$ cat src/rtl/trig_pkg.sv
// Shared types and constants for the trigger scheduler: FSM state encoding and tag field widths.
package trig_pkg;

  typedef enum logic [1:0] {
    StIdle = 2'd0,
    StRun  = 2'd1,
    StDead = 2'd2,
    StFull = 2'd3
  } trig_state_e;

  localparam int unsigned BunchW          = 16;
  localparam int unsigned EventW          = 24;
  localparam int unsigned TagW            = BunchW + EventW;
  localparam int unsigned OrbitLenDefault = 3564;

endpackage

$ cat src/rtl/trig_tag_fifo.sv
// Tag buffer: synchronous FIFO with flush and a valid/ready read port. A push into a full
// buffer is refused even when a pop happens in the same cycle.
module trig_tag_fifo
  import trig_pkg::*;
#(
  parameter int unsigned Depth = 4
) (
  input  logic            clk,
  input  logic            rst_n,
  input  logic            flush,
  input  logic            push,
  input  logic [TagW-1:0] push_data,
  input  logic            ready,
  output logic            valid,
  output logic            full,
  output logic [TagW-1:0] data
);

  localparam int unsigned PtrW = (Depth > 1) ? $clog2(Depth) : 1;

  logic [TagW-1:0] mem_q [Depth];
  logic [PtrW-1:0] wr_q, rd_q;
  logic [PtrW:0]   cnt_q;
  logic            do_push, do_pop;

  assign full    = (cnt_q == (PtrW + 1)'(Depth));
  assign valid   = (cnt_q != '0);
  assign do_push = push && !full;
  assign do_pop  = valid && ready;
  assign data    = valid ? mem_q[rd_q] : '0;

  always_ff @(posedge clk or negedge rst_n) begin
    if (!rst_n) begin
      wr_q  <= '0;
      rd_q  <= '0;
      cnt_q <= '0;
    end else if (flush) begin
      wr_q  <= '0;
      rd_q  <= '0;
      cnt_q <= '0;
    end else begin
      if (do_push) wr_q <= wr_q + PtrW'(1);
      if (do_pop)  rd_q <= rd_q + PtrW'(1);
      cnt_q <= cnt_q + (PtrW + 1)'(do_push) - (PtrW + 1)'(do_pop);
    end
  end

  always_ff @(posedge clk) begin
    if (do_push && !flush) mem_q[wr_q] <= push_data;
  end

endmodule

$ cat src/rtl/trigger_scheduler.sv
// Run-control and T1 trigger sequencer driving the bunch/event counters and queueing tags.
// Optional drop counter enabled by defining TRIG_DROP_COUNT_EN.
module trigger_scheduler
  import trig_pkg::*;
#(
  parameter int unsigned ORBIT_LEN  = OrbitLenDefault,
  parameter int unsigned DEADTIME   = 4,
  parameter int unsigned FIFO_DEPTH = 4
) (
  input  logic              clk,
  input  logic              rst_n,
  input  logic              bx_tick,
  input  logic              t1,
  input  logic              run_start,
  input  logic              run_stop,
  input  logic              resync,
  input  logic [BunchW-1:0] bunch_number,
  input  logic [EventW-1:0] event_number,
  output logic              bc_clr,
  output logic              bc_inc,
  output logic              ev_clr,
  output logic              ev_inc,
  output logic              tag_valid,
  input  logic              tag_ready,
  output logic [BunchW-1:0] tag_bunch,
  output logic [EventW-1:0] tag_event,
  output logic              busy,
  output logic [1:0]        state
`ifdef TRIG_DROP_COUNT_EN
  ,
  output logic [15:0]       drop_count,
  input  logic              drop_clr
`endif
);

  localparam logic [BunchW-1:0] LastBunch = BunchW'(ORBIT_LEN - 1);
  localparam logic [7:0]        DeadLoad  = 8'(DEADTIME);

  trig_state_e     state_q;
  logic [7:0]      dead_q;
  logic            active, start, rsync, seq, wrap, accept, fifo_full;
  logic [TagW-1:0] head;

  // run_stop outranks resync, which outranks run_start, which outranks a trigger.
  always_comb begin
    active = (state_q != StIdle);
    start  = !active && run_start && !run_stop;
    rsync  = active && resync && !run_stop;
    seq    = active && bx_tick && !run_stop && !resync;
    wrap   = (bunch_number == LastBunch);
    accept = (state_q == StRun) && bx_tick && t1 && !fifo_full && !run_stop && !resync;
    bc_clr = start || rsync || (seq && wrap);
    bc_inc = seq && !wrap;
    ev_clr = start || rsync;
    ev_inc = accept;
  end

  always_ff @(posedge clk or negedge rst_n) begin
    if (!rst_n) begin
      state_q <= StIdle;
      dead_q  <= '0;
    end else if (run_stop) begin
      state_q <= StIdle;
      dead_q  <= '0;
    end else if (rsync) begin
      state_q <= StRun;
      dead_q  <= '0;
    end else begin
      case (state_q)
        StIdle: if (run_start) state_q <= StRun;
        StRun: begin
          if (accept) begin
            state_q <= StDead;
            dead_q  <= DeadLoad;
          end else if (fifo_full) begin
            state_q <= StFull;
          end
        end
        StDead: begin
          if (bx_tick) begin
            if (dead_q <= 8'd1) begin
              dead_q  <= '0;
              state_q <= fifo_full ? StFull : StRun;
            end else begin
              dead_q <= dead_q - 8'd1;
            end
          end
        end
        StFull: if (!fifo_full) state_q <= StRun;
        default: state_q <= StIdle;
      endcase
    end
  end

  trig_tag_fifo #(
    .Depth(FIFO_DEPTH)
  ) u_fifo (
    .clk      (clk),
    .rst_n    (rst_n),
    .flush    (rsync),
    .push     (accept),
    .push_data({bunch_number, event_number}),
    .ready    (tag_ready),
    .valid    (tag_valid),
    .full     (fifo_full),
    .data     (head)
  );

  assign tag_bunch = head[TagW-1:EventW];
  assign tag_event = head[EventW-1:0];
  assign busy      = (state_q != StRun) || fifo_full;
  assign state     = state_q;

`ifdef TRIG_DROP_COUNT_EN
  logic [15:0] drop_q;

  always_ff @(posedge clk or negedge rst_n) begin
    if (!rst_n) begin
      drop_q <= '0;
    end else if (drop_clr || run_start || resync) begin
      drop_q <= '0;
    end else if (active && bx_tick && t1 && !accept && (drop_q != 16'hFFFF)) begin
      drop_q <= drop_q + 16'd1;
    end
  end

  assign drop_count = drop_q;
`endif

endmodule

$ cat config.mk
export PLATFORM = sky130hd
export DESIGN_NAME = trigger_scheduler
export DESIGN_NICKNAME = d
export VERILOG_FILES = /design/src/rtl/trig_pkg.sv /design/src/rtl/trig_tag_fifo.sv /design/src/rtl/trigger_scheduler.sv
export SDC_FILE = /design/constraint.sdc
export NUM_CORES = 1
export LEC_CHECK = 0
export CAP_MARGIN = 25
export CORE_ASPECT_RATIO = 2
export CORE_MARGIN = 4
export CORE_UTILIZATION = 59
export CTS_BUF_LIST = sky130_fd_sc_hd__clkbuf_8
export DETAILED_ROUTE_END_ITERATION = 7
export HOLD_SLACK_MARGIN = 0.08
export PLACE_DENSITY = 0.95
export RECOVER_POWER = 100
export SLEW_MARGIN = 5
export SYNTH_ARGS = -nofsm -noshare
export SYNTH_HDL_FRONTEND = slang
export SYNTH_SLANG_ARGS = --single-unit
export TNS_END_PERCENT = 1
$ cat constraint.sdc
create_clock -name clk -period 4.62 [get_ports clk]
set_input_delay 0.462 -clock clk [delete_from_list [all_inputs] [get_ports clk]]
set_output_delay 0.462 -clock clk [all_outputs]
set_load 0.005 [all_outputs]
==> run summary <==
status: finished, violations left
violated checks: capacitance limit, slew limit
Syn Nets: 452
Slew HR: -28.08%
drt drc: 0
Top FF cell, synth: edfxtp_1
Routed Antenna Nets: 0
register area share after synthesis: 71.64%
antenna violations before repair: 0
YS warnings: 0
RSZ-0062 raised after global routing: no
worst-path maximum fanout: 41
max-slew violations: 63
most common cell in the netlist: edfxtp_1
First-pass DRT Iterations: 4
DIE HEIGHT: 165.3 µm
Die W: 86.66 µm
largest net degree at the start of global routing: 42
# setup viols final: 0
global-route wire length before repair: 22160 µm
maxcap violations: 2
#FFs+latches synth: 177
post-synthesis async set-or-reset flop share: 9.605%
Netlist cell types: 41
routability cong.: 0.8088
CTS tree: done
Finished Core Util: 73.20%
Post-Syn Area: 7301 µm²
layout cell share with drive strength beyond 1: 16.44%
fin nets: 560
CP Launch Type: register
slowest CP cell: dfrtp_1
setup_tns: 0 ns
area leader, netlist: edfxtp_1
Final HPWL DP: 9642 µm
Final Critical Period: 3.797 ns
Mapped Cells: 390
number of DRC markers in iteration 0: 252
Final Cycle Share: 82.19%
worst path required time: 4.16 ns
Ports: 96
HP Class: in -> async
cts hold-fix bufs: 0
crit-path leading delay family: flip-flops
clk buf depth: 2
clock root buffer master: clkbuf_8
gr ovfl total: 0
total die area: 14330 µm²
vias: 3924
Synth top area share: 65.81%
Data arrival, critical path: 3.34 ns
Max Clk Rate: 263.4 MHz
Core Box Area: 12120 µm²
WL final: 14640 µm
Max stage delay on crit path: 1.65 ns
final hold vios: 0
Starting Density: 60.22%
Filler cells: 689
total track usage: 21.16%
CTS Buf Count: 17
Peak supply drop: 0.3968 mV
Worst Max-Slew Pin Slew: 1.921 ns
P&R area growth vs syn: 21.56%
Worst Path Buf+Inv: 1
leak pwr: 0.003022 µW
Post-CTS Setup Inserts: 0
port bufs: 95
Pwr per Cell Area: 522.7 nW/µm²
CTS Sinks: 177
via count of the first global-routing pass: 4289
Avg Cell Area, Syn: 18.72 µm²
Post-CTS Resized: 0
cell breakdown of the critical path: mux4_2 > and2_0 > clkdlybuf4s50_1
std cell rows: 57
Clk Latency, worst-skew pair: 0.45 ns
synth top area cells: edfxtp_1 (66%), mux4_2 (12%), dfrtp_1 (5.8%)
clk slew on worst S/H paths: 0.09 ns
Critical Setup Path Class: reg -> out
H-tree levels: 4
most frequent cells after synthesis: edfxtp_1 (160), and2_1 (45), mux4_2 (40), dfrtp_1 (17)
DR WL/cell: 22.25 µm
clock skew: 0.01112 ns
CP Capture Type: output port
diode count: 0
Avg Vias per Cell: 5.964
Post-synth EDFFs: 160
## area by class of cell
cell class                 instances  area (µm²)  share of cell area [%]
inverter                          10       37.54                  0.4230
sequential                       177        5231                   58.95
tap                              147       183.9                   2.072
clock inverter                    15       157.7                   1.776
timing repair buffer             104        1106                   12.46
multi-input combinational        188        1924                   21.68
clock buffer                      17       234.0                   2.636
## path summary, 6_finish.rpt
path | from | end | slack [ns] | cells after the start
max in group asynchronous | rst_n | u_fifo.rd_q[0] | 3.52 | 1
min in group clk | dead_q[4] | dead_q[4] | 0.56 | 2
hold / removal | rst_n | u_fifo.rd_q[1] | 0.55 | 1
hold reg to reg | dead_q[4] | dead_q[4] | 0.56 | 2
setup / recovery | u_fifo.rd_q[1] | tag_bunch[8] | 0.82 | 3
setup reg to reg | state[1] | u_fifo.mem_q[0][30] | 1.39 | 6
## logic make-up after synthesis
group | Yosys count | share of synthesized area (%)
AOI/OAI and AO/OA | 24 | 2.211
DFF | 177 | 71.64
buffers and inverters | 25 | 1.354
muxes | 43 | 12.77
adders and majority gates | 14 | 2.502
xor gates and xnor gates | 5 | 0.5999
and+or+nand+nor | 102 | 8.929
## registers in the layout, indices dropped and copies added (netlist names)
name          count
u_fifo.rd_q       2
dead_q            8
u_fifo.mem_q    160
u_fifo.wr_q       2
state             2
u_fifo.cnt_q      3
## cell usage in the layout, fill, tap and decap left out, types with 6 or more instances in the layout
cell / instances
dlygate4sd3_1: 84
inv_6: 6
and2_0: 8
and2_1: 37
dfrtp_1: 16
a21oi_1: 12
or3_1: 9
inv_1: 11
clkbuf_8: 17
mux4_2: 40
nor2_1: 13
nand2_1: 6
ha_1: 13
clkdlybuf4s50_1: 11
edfxtp_1: 160
## where the power goes
part / internal, µW / switching [µW] / total (µW)
Sequential: 1810 / 150 / 1960
Combinational: 994 / 654 / 1650
Clock: 487 / 541 / 1030
## worst register-to-register path, stage by stage (launching register included)
cell	delay, ns
dfrtp_1	0.42
inv_1	0.13
ha_1	0.24
nand2_1	0.12
nor2_1	0.39
and2_0	1.36
buf_16	0.27
## through the flow
step,power [µW],setup WS [ns],instance area [µm²],hold WS [ns],instances
detailed placement,3736,1.555,8424,0.5495,620
global route,4889,0.6876,8875,0.5656,658
finish,4638,0.8229,8875,0.5504,658
floorplan,2919,1.977,7301,0.1664,390
global placement,3625,1.504,8397,0.5240,619
CTS,4751,1.064,8816,0.4857,652
## per-layer routing
| metal | wire length [µm] | global-route usage [%] | part of all wire (%) |
|---|---|---|---|
| met5 | 0 | 0 | 0 |
| met4 | 371 | 10.71 | 2.5 |
| met3 | 773 | 4.022 | 5.3 |
| met2 | 8251 | 38.01 | 56 |
| met1 | 5244 | 23.47 | 36 |
No activity file was read; power rests on OpenSTA's default activity.
